<file path="src/rtl/lcd_ctrl.sv">
// Character-LCD write controller: power-up delay, fixed five-byte init sequence,
// then one-byte-at-a-time writes from a valid/ready requester with per-command settle times.
module lcd_ctrl #(
  parameter int unsigned T_PWRUP = 1000000,
  parameter int unsigned T_EN    = 16,
  parameter int unsigned T_CMD   = 2000,
  parameter int unsigned T_CLR   = 82000
) (
  input  logic       clk,
  input  logic       reset,
  input  logic       cmd_valid,
  input  logic       cmd_rs,
  input  logic [7:0] cmd_data,
  output logic       cmd_ready,
  output logic       init_done,
  output logic [7:0] lcd_data,
  output logic       lcd_rs,
  output logic       lcd_en,
  output logic       lcd_rw,
  output logic       lcd_on,
  output logic       lcd_blon
);

  localparam int unsigned T_MAX_A = (T_PWRUP > T_CLR) ? T_PWRUP : T_CLR;
  localparam int unsigned T_MAX_B = (T_EN > T_CMD) ? T_EN : T_CMD;
  localparam int unsigned T_MAX   = (T_MAX_A > T_MAX_B) ? T_MAX_A : T_MAX_B;
  localparam int unsigned CNT_W   = ($clog2(T_MAX + 1) > 20) ? $clog2(T_MAX + 1) : 20;

  localparam logic [CNT_W-1:0] PWRUP_LAST = CNT_W'(T_PWRUP - 1);
  localparam logic [CNT_W-1:0] EN_LAST    = CNT_W'(T_EN - 1);
  localparam logic [CNT_W-1:0] CMD_LAST   = CNT_W'(T_CMD - 1);
  localparam logic [CNT_W-1:0] CLR_LAST   = CNT_W'(T_CLR - 1);
  localparam logic [2:0]       INIT_LEN   = 3'd5;

  typedef enum logic [2:0] {
    S_PWRUP,
    S_INIT,
    S_SETUP,
    S_PULSE,
    S_WAIT,
    S_IDLE
  } state_t;

  function automatic logic [7:0] init_byte(input logic [2:0] idx);
    case (idx)
      3'd0:    init_byte = 8'h38;
      3'd1:    init_byte = 8'h38;
      3'd2:    init_byte = 8'h0C;
      3'd3:    init_byte = 8'h01;
      3'd4:    init_byte = 8'h06;
      default: init_byte = 8'h00;
    endcase
  endfunction

  state_t           state_q, state_d;
  logic [CNT_W-1:0] cnt_q, cnt_d;
  logic [2:0]       idx_q, idx_d;
  logic [7:0]       lcd_data_q, lcd_data_d;
  logic             lcd_rs_q, lcd_rs_d;
  logic             lcd_en_q, lcd_en_d;
  logic             cmd_ready_q, cmd_ready_d;
  logic             init_done_q, init_done_d;
  logic             is_clr;
  logic [CNT_W-1:0] wait_last;

  // Clear/home instructions need the long settle time; everything else the short one.
  always_comb begin
    is_clr    = !lcd_rs_q && (lcd_data_q inside {8'h01, 8'h02, 8'h03});
    wait_last = is_clr ? CLR_LAST : CMD_LAST;
  end

  always_comb begin
    // NOTE: every signal written here gets a default first, so no path can leave one unassigned and infer a latch.
    state_d    = state_q;
    cnt_d      = cnt_q;
    idx_d      = idx_q;
    lcd_data_d = lcd_data_q;
    lcd_rs_d   = lcd_rs_q;

    case (state_q)
      S_PWRUP: begin
        if (cnt_q == PWRUP_LAST) begin
          state_d = S_INIT;
          cnt_d   = '0;
        end else begin
          cnt_d = cnt_q + CNT_W'(1);
        end
      end
      S_INIT: begin
        if (idx_q != INIT_LEN) begin
          lcd_rs_d   = 1'b0;
          lcd_data_d = init_byte(idx_q);
          idx_d      = idx_q + 3'd1;
          state_d    = S_SETUP;
        end else if (cnt_q == '0) begin
          // Hand-over slot: init_done lands one full write period after the last pulse.
          cnt_d = CNT_W'(1);
        end else begin
          cnt_d   = '0;
          state_d = S_IDLE;
        end
      end
      S_SETUP: begin
        state_d = S_PULSE;
      end
      S_PULSE: begin
        if (cnt_q == EN_LAST) begin
          state_d = S_WAIT;
          cnt_d   = '0;
        end else begin
          cnt_d = cnt_q + CNT_W'(1);
        end
      end
      S_WAIT: begin
        if (cnt_q == wait_last) begin
          cnt_d   = '0;
          state_d = init_done_q ? S_IDLE : S_INIT;
        end else begin
          cnt_d = cnt_q + CNT_W'(1);
        end
      end
      S_IDLE: begin
        if (cmd_valid) begin
          lcd_rs_d   = cmd_rs;
          lcd_data_d = cmd_data;
          state_d    = S_SETUP;
        end
      end
      default: begin
        state_d = S_PWRUP;
        cnt_d   = '0;
      end
    endcase

    // Outputs are registered from the next state so they line up with the state they describe.
    lcd_en_d    = (state_d == S_PULSE);
    cmd_ready_d = (state_d == S_IDLE);
    init_done_d = init_done_q | cmd_ready_d;
  end

  // NOTE: state registers use non-blocking assignments so every flop samples pre-edge values.
  always_ff @(posedge clk or posedge reset) begin
    if (reset) begin
      state_q     <= S_PWRUP;
      cnt_q       <= '0;
      idx_q       <= '0;
      lcd_data_q  <= '0;
      lcd_rs_q    <= 1'b0;
      lcd_en_q    <= 1'b0;
      cmd_ready_q <= 1'b0;
      init_done_q <= 1'b0;
    end else begin
      state_q     <= state_d;
      cnt_q       <= cnt_d;
      idx_q       <= idx_d;
      lcd_data_q  <= lcd_data_d;
      lcd_rs_q    <= lcd_rs_d;
      lcd_en_q    <= lcd_en_d;
      cmd_ready_q <= cmd_ready_d;
      init_done_q <= init_done_d;
    end
  end

  assign cmd_ready = cmd_ready_q;
  assign init_done = init_done_q;
  assign lcd_data  = lcd_data_q;
  assign lcd_rs    = lcd_rs_q;
  assign lcd_en    = lcd_en_q;
  // Write-only bus; panel and backlight stay powered.
  assign lcd_rw    = 1'b0;
  assign lcd_on    = 1'b1;
  assign lcd_blon  = 1'b1;

endmodule

</file>
<file path="config.mk">
export PLATFORM = sky130hd
export DESIGN_NAME = lcd_ctrl
export DESIGN_NICKNAME = d
export VERILOG_FILES = /design/src/rtl/lcd_ctrl.sv
export SDC_FILE = /design/constraint.sdc
export NUM_CORES = 1
export LEC_CHECK = 0
export BUFFER_PORTS_ARGS = -buffer_cell sky130_fd_sc_hd__buf_2
export CORE_MARGIN = 2
export CORE_UTILIZATION = 52
export DETAILED_ROUTE_END_ITERATION = 7
export PLACE_DENSITY = 0.81
export SLEW_MARGIN = 30
export SYNTH_ARGS = -nofsm -noshare
export SYNTH_HDL_FRONTEND = slang
export SYNTH_SLANG_ARGS = --single-unit
export TNS_END_PERCENT = 1
</file>
<file path="constraint.sdc">
create_clock -name clk -period 1.9 [get_ports clk]
set_input_delay 0.285 -clock clk [delete_from_list [all_inputs] [get_ports clk]]
set_output_delay 0.285 -clock clk [all_outputs]
set_load 0.02 [all_outputs]
</file>
==> results of run 1 <==
[where the power goes]
group	internal, W	total (W)	switching [W]
clock	0.000280	0.000551	0.000271
sequential	0.000984	0.00115	0.000164
combinational	0.000658	0.00159	0.000933
total	0.00192	0.00329	0.00137
[state kept, by name, indices dropped and copies added (netlist names)]
| signal | cells |
|---|---|
| cnt_q | 20 |
| lcd_data | 8 |
| idx_q | 3 |
| state_q | 3 |
| cmd_ready | 1 |
| init_done | 1 |
| lcd_en | 1 |
| lcd_rs | 1 |
[placed cells by master, fill, tap and decap left out, types with 2 or more instances in the layout]
master / Yosys / routed
o211ai_1: 4 / 4
and2_1: 2 / 2
ha_1: 7 / 6
and3_1: 5 / 4
nor3_2: 1 / 3
nand2_1: 38 / 38
or4_4: 0 / 3
buf_4: 3 / 40
nand2b_1: 2 / 2
nor2_1: 14 / 14
o22ai_2: 0 / 4
conb_1: 2 / 3
a32o_1: 3 / 3
inv_1: 11 / 11
nand3_1: 7 / 5
buf_6: 2 / 4
clkbuf_8: 0 / 6
xor2_1: 9 / 9
nand4_1: 9 / 9
buf_2: 6 / 23
nor3_1: 13 / 10
nor4_1: 7 / 5
nor4_4: 0 / 2
o21ai_2: 0 / 3
dfrtp_1: 38 / 37
o21ai_1: 8 / 6
nor2b_1: 4 / 4
a21oi_1: 15 / 14
o21ai_0: 15 / 14
nand3_2: 1 / 3
mux2i_1: 3 / 3
[cell usage after synthesis, types with 3 or more instances]
library cell	number
dfrtp_1	38
nand2_1	38
a21oi_1	15
o21ai_0	15
nor2_1	14
nor3_1	13
inv_1	11
nand4_1	9
xor2_1	9
o21ai_1	8
clkbuf_1	7
ha_1	7
nand3_1	7
nor4_1	7
buf_2	6
and3_1	5
o22ai_1	5
nor2b_1	4
o211ai_1	4
or4_1	4
a32o_1	3
buf_4	3
mux2i_1	3
[routing by layer]
layer,routed length (um),track usage (%),up-vias,part of all wire [%]
met5,0,0,-,0
met4,189,8.55,0,3.2
met3,450,5.52,22,7.5
met2,2870,38.6,123,48
met1,2450,28.7,1031,41
li1,-,-,1029,-
[per-stage QoR]
step | setup TNS, ns | hold slack, ns
6_report | -3.48 | 0.0882
5_1_grt | -5.08 | 0.152
4_1_cts | -1.80 | 0.112
3_5_place_dp | -2.86 | 0.427
3_3_place_gp | -1.43 | 0.418
2_1_floorplan | -0.00243 | 0.447
[critical path, delay by kind of cell, from the launching register on]
family	cells	cell delay, ns
AO/OA/AOI/OAI	3	0.53
flip-flops	1	0.46
multiplexers	1	0.24
AND/OR/NAND/NOR	2	0.57
buffers and inverters	1	0.16
[cells by family (layout without fill, tap and decap cells)]
family                   after synthesis  count (layout)  synth area share (%)
other                                  2               3                 0.336
AND/OR/NAND/NOR                      113             113                  25.9
multiplexers                           3               3                  1.34
buffers and inverters                 29              84                  6.37
adder cells (fa/ha/maj)                7               7                  3.91
XOR/XNOR                              10              10                  3.91
flip-flops                            38              38                  42.5
AO/OA/AOI/OAI                         58              58                  15.8
[layout make-up]
cell class              instances  area, um2
fillers                       279       1150
flip-flops and latches         38        952
multi-input cells             194       1310
inverters                      11       41.3
clock buffers                   6       82.6
repair buffers                 67        460
well taps                      50       62.6
[worst min path at each step]
stage	from	endpoint	slack [ns]
final	reset	cnt_q[2]$_DFFE_PP0P_	0.09
after detailed placement	reset	cnt_q[3]$_DFFE_PP0P_	0.43
after floorplan	cmd_valid	lcd_data[7]$_DFFE_PP0P_	0.45
after CTS	reset	cnt_q[2]$_DFFE_PP0P_	0.11
after global placement	reset	cnt_q[3]$_DFFE_PP0P_	0.42
after global routing	reset	cnt_q[2]$_DFFE_PP0P_	0.15
[timing repair]
item	CTS	global route
setup buffers	0	2
cloned	0	0
pin swaps	8	21
endpoints found under the setup margin	32	26
resized for setup	9	21
==> results summary, run 1 <==
The run finished, with violations left. The checks that failed: setup timing. A synthesized cell averages 8.61 um2.

The type of the worst setup path is reg2reg. The critical path ends at cnt_q[1]$_DFFE_PP0P_. The post-place setup slack came out at -0.140 ns. The cell at the root of the clock tree is clkbuf_8. STA classifies the critical path endpoint as a register.

Summed over all instances, the cell type with the most area after synthesis is dfrtp_1. The core box area is 0.00406 mm2. The total overflow reported by the global router is 0.

The number of max-slew violations in the final report was 0. The clock net sink count is 38. The global-route wire length before repair came out at 8970 um. The data arrival time of the critical path is 2.26 ns.

The routed layout has 2205 vias. The clock-pin slew on the worst setup and hold paths came out at 0.08 ns. The number of H-tree levels is 2.

From synthesis to final layout, the design area changed by 29.8%. Setup repair after global routing could not meet its margin everywhere. The initial standard-cell utilization of the core is 55.2%. The number of top-level pins is 27. On the critical path, the stage with the largest delay is an instance of dfrtp_1. The critical path goes through nand2_1 -> nor4_1 -> mux2i_1 -> o21a_4 -> buf_4 -> o21ai_1 -> o21ai_0. The max-cap violation count is 0. The power density over the cells came out at 1130 mW/mm2. The actual slew at the worst max-slew pin is 0.592 ns.

The number of global-route vias before repair is 2014. The count of nets left with antenna violations once routing finished came out at 0. For this run, the detailed router's first-pass iteration total came to 5. The final worst-path setup slack came out at -0.190 ns.

The tightest min-delay check is of the in2async type. The clock tree skew after final layout is 0.00899 ns. The netlist area before placement came out at 0.00224 mm2. The number of hold violations in the final report is 0. The placement-stage cell area came out at 0.00266 mm2. The cts-stage hold buffer count is 0.

The antenna cell count came out at 0. The worst-case IR drop observed on VDD is 439 uV. The clock latency at the later pin of the worst-skew pair came out at 0.29 ns.

The initial antenna violation count is 0. The total power after layout is 0.00329 W. The number of buffers created by CTS came out at 5. The residual DRC count came out at 0.

The largest buffer count on any clock path came out at 2. The number of port buffers is 23. Based on the critical path, the design can be clocked at up to 478 MHz. The wire length reported by the detailed router is 5960 um. The count of flip-flops with a built-in enable after synthesis came out at 0.

The distinct cell type count of the synthesized netlist came out at 43. The site row count came out at 23. The mean routed wirelength per cell is 16.3 um. The placed cell count came out at 358. The maximum number of pins on one net before global-route repair came out at 39. At the worst endpoint, the required time is 2.07 ns. The die outline area came out at 0.00485 mm2. In this run the worst setup path begins at cnt_q[9]$_DFFE_PP0P_.

The floorplan step set the die width to 69.6 um. The net count of the finished layout is 336. The worst reg2reg path startpoint is cnt_q[9]$_DFFE_PP0P_. The portion of the post-synthesis area used by sequential elements is 42.5%. Dividing the detail-routed via count by the number of cells gives 6.02.

The largest stage delay on the critical path is 0.46 ns. The estimated wirelength of the detail-placed design is 3860 um. The final worst-path cycle share came out at 110%. The leakage component of the power is 1.37 nW. At the end of routability-driven placement, the weighted congestion stood at 0.909. The fraction of post-synthesis cell area in the top cell type by area came out at 42.5%.

For this run, the total global-route usage over all layers was measured as 23.0%. TritonCTS built the clock tree. The final instance area came out at 0.00291 mm2. After synthesis, the cell types taking the most area are dfrtp_1 (42%), nand2_1 (6.4%), ha_1 (3.9%), xor2_1 (3.5%), a21oi_1 (3.4%). The critical path launch point type is a register. The worst reg2reg path endpoint is cnt_q[1]$_DFFE_PP0P_. The largest fanout of any net on the critical path came out at 5. The worst pin sits at a relative slew slack of 60.5%.

The final setup violation count came out at 24. Counting I/O delays and the setup requirement, the final critical path takes 2.09 ns. The count of routing violations after the opening detailed-route iteration came out at 195. The fraction of final layout cells with drive strength greater than 1 came out at 32.3%. The number of cells in the finished layout apart from fillers is 366. The floorplan step set the die height to 69.6 um.

Synthesis inferred 38 register bits. The number of synthesis warnings came out at 0. The register-to-register path setup slack came out at -0.19 ns. In the synthesized netlist the dominant register cell turns out to be dfrtp_1. At the end of the flow the core is filled with cells to 71.6%. Synthesis produced a netlist whose cell count is 260.

Counting cells, the worst reg-to-reg path comes to 7. The fraction of synthesis flops using an asynchronous set or reset pin is 100%.
(Power assumes the default switching activity.)
==> inputs of run 2 (changes only) <==
--- a/config.mk
+++ b/config.mk
@@ -10,6 +10,7 @@
 export CORE_UTILIZATION = 52
 export DETAILED_ROUTE_END_ITERATION = 7
 export PLACE_DENSITY = 0.81
+export SETUP_SLACK_MARGIN = 0.05
 export SLEW_MARGIN = 30
 export SYNTH_ARGS = -nofsm -noshare
 export SYNTH_HDL_FRONTEND = slang
==> run 2 against run 1 <==
- the flow still finishes with violations (setup timing)
- routed wire length fell by 11%
- die area did not move
- count of clock-buffer cells in the layout rose by 1
- fmax rose by 0.90%
- sequential share of layout area rose by 1.2 points
- total power fell by 3.0%
- core utilization fell by 2.6 points
- sequential cell count did not move
==> results summary, run 2 (same netlist as run 1, synthesis figures left out) <==
The leakage component of the power is 1.32 nW (-4.2%). The min-delay analysis places its worst path in the category in2async. The number of top-level pins came out at 27 (unchanged).

The critical path launch point type is a register. The final-stage net count is 337 (+0.30%). The part of the power in combinational logic is 46.4% (-2.0 points). The final worst-path setup slack was -0.172 ns (+0.0186 ns). The number of flip-flops in the largest register was 20 (unchanged). The final setup violation count is 24 (unchanged). The fraction of final layout cells with drive strength greater than 1 came to 28.8% (-3.4 points).

The switching power total is 0.00128 W (-6.2%). The number of detailed-route iterations in the first pass is 4 (-1). The total power after layout came to 0.00319 W (-3.0%). The number of hold violations in the final report came out at 0 (unchanged). The number of H-tree levels came out at 2 (unchanged). The remaining number of nets flagged by the antenna check after routing is 0 (unchanged). The clock latency at the later pin of the worst-skew pair came out at 0.29 ns (about the same).

The final reports fail on setup timing. The run finished, with violations left. The placer congestion estimate came out at 0.900 (-1.0%). The maximum number of pins on one net before global-route repair was 39 (unchanged).

The clock-pin slew on the worst setup and hold paths came to 0.08 ns (about the same). The cell at the root of the clock tree is clkbuf_8. The required time of the critical path is 2.07 ns (about the same). Ranked by flip-flop count, first place goes to cnt_q. The clock net sink count came out at 38 (unchanged).

The residual DRC count came out at 0 (unchanged). The largest fanout of any net on the critical path is 5 (unchanged). The max-cap violation count came out at 0 (unchanged). The cell-internal power is 0.00191 W (-0.69%). The synthesis-to-finish area growth is 25.2%. The initial antenna violation count is 0 (unchanged). The estimated wirelength of the detail-placed design is 3930 um (+2.0%). TritonCTS built the clock tree. The switching share of power came out at 40.2% (-1.4 points).

The actual slew at the worst max-slew pin came out at 0.585 ns (-0.00631 ns). The mean routed wirelength per cell came out at 14.4 um (-12%). The achievable frequency came out at 483 MHz (+0.90%). The largest buffer count on any clock path came out at 2 (unchanged). Setup repair after global routing could not meet its margin everywhere.

The type of the worst setup path is reg2reg. The final-layout fill cell count came out at 317 (+14%). The fraction of the core area covered by cells at the end of the flow came out at 69.1% (-2.6 points).

The y dimension of the die was 69.6 um (unchanged). The number of global-route vias before repair was 1995 (-0.94%). The combined global-route utilization of all metal layers came out at 22.5% (-0.49 points).

The normalized max-slew margin came to 61.0% (+0.42 points). The number of buffers created by CTS came to 5 (unchanged). The average via count per standard cell came out at 5.62 (-6.8%). The width of the die was 69.6 um (unchanged). The initial standard-cell utilization of the core came out at 55.2% (unchanged).

The power density over the cells was 1140 mW/mm2 (+0.63%). The data arrival time of the critical path came out at 2.24 ns (-0.02 ns). The global-route wire length before repair is 8850 um (-1.4%). The total number of vias is 2072 (-6.0%). The number of port buffers is 23 (unchanged). The depth of the worst register-to-register path is 7 (unchanged).

The placed cell count is 361 (+0.84%). The register share of total power is 35.7% (+0.8 points). The site row count came out at 23 (unchanged). The capturing element type of the critical path is a register. The count of routing violations after the opening detailed-route iteration was 146 (-25%). The number of buffers inserted by post-CTS setup repair was 0 (unchanged). The final worst-path cycle share is 109% (-0.98 points). The core box area is 0.00406 mm2 (unchanged). In the layout the commonest cells are buf_4 (45), nand2_1 (38), dfrtp_1 (38). The total overflow reported by the global router is 0 (unchanged).

The cts-stage hold buffer count was 0 (unchanged). The worst vdd rail ir drop came out at 506 uV (+15%). The clock share of power is 17.9% (+1.2 points).

The clock tree skew after final layout is 0.00813 ns (-0.000860 ns). The number of cells in the finished layout apart from fillers came out at 369 (+0.82%). The final critical path time including I/O delays and setup came out at 2.07 ns (-0.0186 ns). The number of max-slew violations in the final report is 0 (unchanged). The antenna cell count is 0 (unchanged). The die outline area is 0.00485 mm2 (unchanged). The library cell used most frequently in the layout, excluding fill and tap cells, is buf_4.

The wire length reported by the detailed router is 5310 um (-11%). The summed negative setup slack over all endpoints came out at -3.21 ns (+0.271 ns).
[run 2: timing repair]
action / in CTS / in global routing
pin swaps: 0 / 1
endpoints found under the setup margin: 25 / 27
gates resized for setup: 0 / 8
[run 2: power by group through the flow]
stage,clock network (W),registers (W),logic [W]
after floorplan,0,0.00122,0.000835
after global placement,0,0.00114,0.00142
after detailed placement,0,0.00115,0.00146
after CTS,0.000579,0.00114,0.00146
after global routing,0.000612,0.00116,0.00164
final,0.000571,0.00114,0.00148
[run 2: worst max-delay path: stages (launching register included)]
cell and delay, ns:
dfrtp_1 0.39, or4_4 0.57, nor3_2 0.21, nand4_1 0.16, o2bb2ai_2 0.20, buf_4 0.16
o22ai_1 0.15, o21ai_0 0.11
[run 2: worst paths after layout]
path	from	endpoint	slack, ns
worst max register to register	cnt_q[13]$_DFFE_PP0P_	cnt_q[5]$_DFFE_PP0P_	-0.17
worst min register to register	lcd_data[5]$_DFFE_PP0P_	lcd_data[5]$_DFFE_PP0P_	0.50
min in group clk	cmd_data[7]	lcd_data[7]$_DFFE_PP0P_	0.24
worst max-delay path	cnt_q[13]$_DFFE_PP0P_	cnt_q[5]$_DFFE_PP0P_	-0.17
max in group asynchronous	reset	cnt_q[12]$_DFFE_PP0P_	1.47
worst min-delay path	reset	cnt_q[6]$_DFFE_PP0P_	0.09
[run 2: layout make-up]
type / count / area (um2) / area share, %
Multi-Input combinational cell: 194 / 1200 / 42.9
Sequential cell: 38 / 951 / 33.9
Timing Repair Buffer: 68 / 453 / 16.2
Clock buffer: 7 / 86.3 / 3.08
Tap cell: 50 / 62.6 / 2.23
Inverter: 11 / 41.3 / 1.47
Clock inverter: 1 / 5.00 / 0.179
[run 2: stage by stage]
stage	hold slack, ns	cell area (um2)	setup slack, ns
floorplan	0.447	2270	-0.00144
global placement	0.420	2680	-0.122
detailed placement	0.425	2680	-0.129
CTS	0.115	2770	-0.149
global route	0.166	2800	-0.262
finish	0.0893	2800	-0.172
[run 2: metal layers]
layer | GRT usage, % | share of wire (%) | wire length [um] | up-vias
met5 | 0 | 0 | 0 | -
met4 | 7.91 | 1.9 | 103 | 0
met3 | 3.92 | 4.2 | 223 | 10
met2 | 37.3 | 49 | 2590 | 55
met1 | 29.7 | 45 | 2400 | 982
li1 | - | - | - | 1025
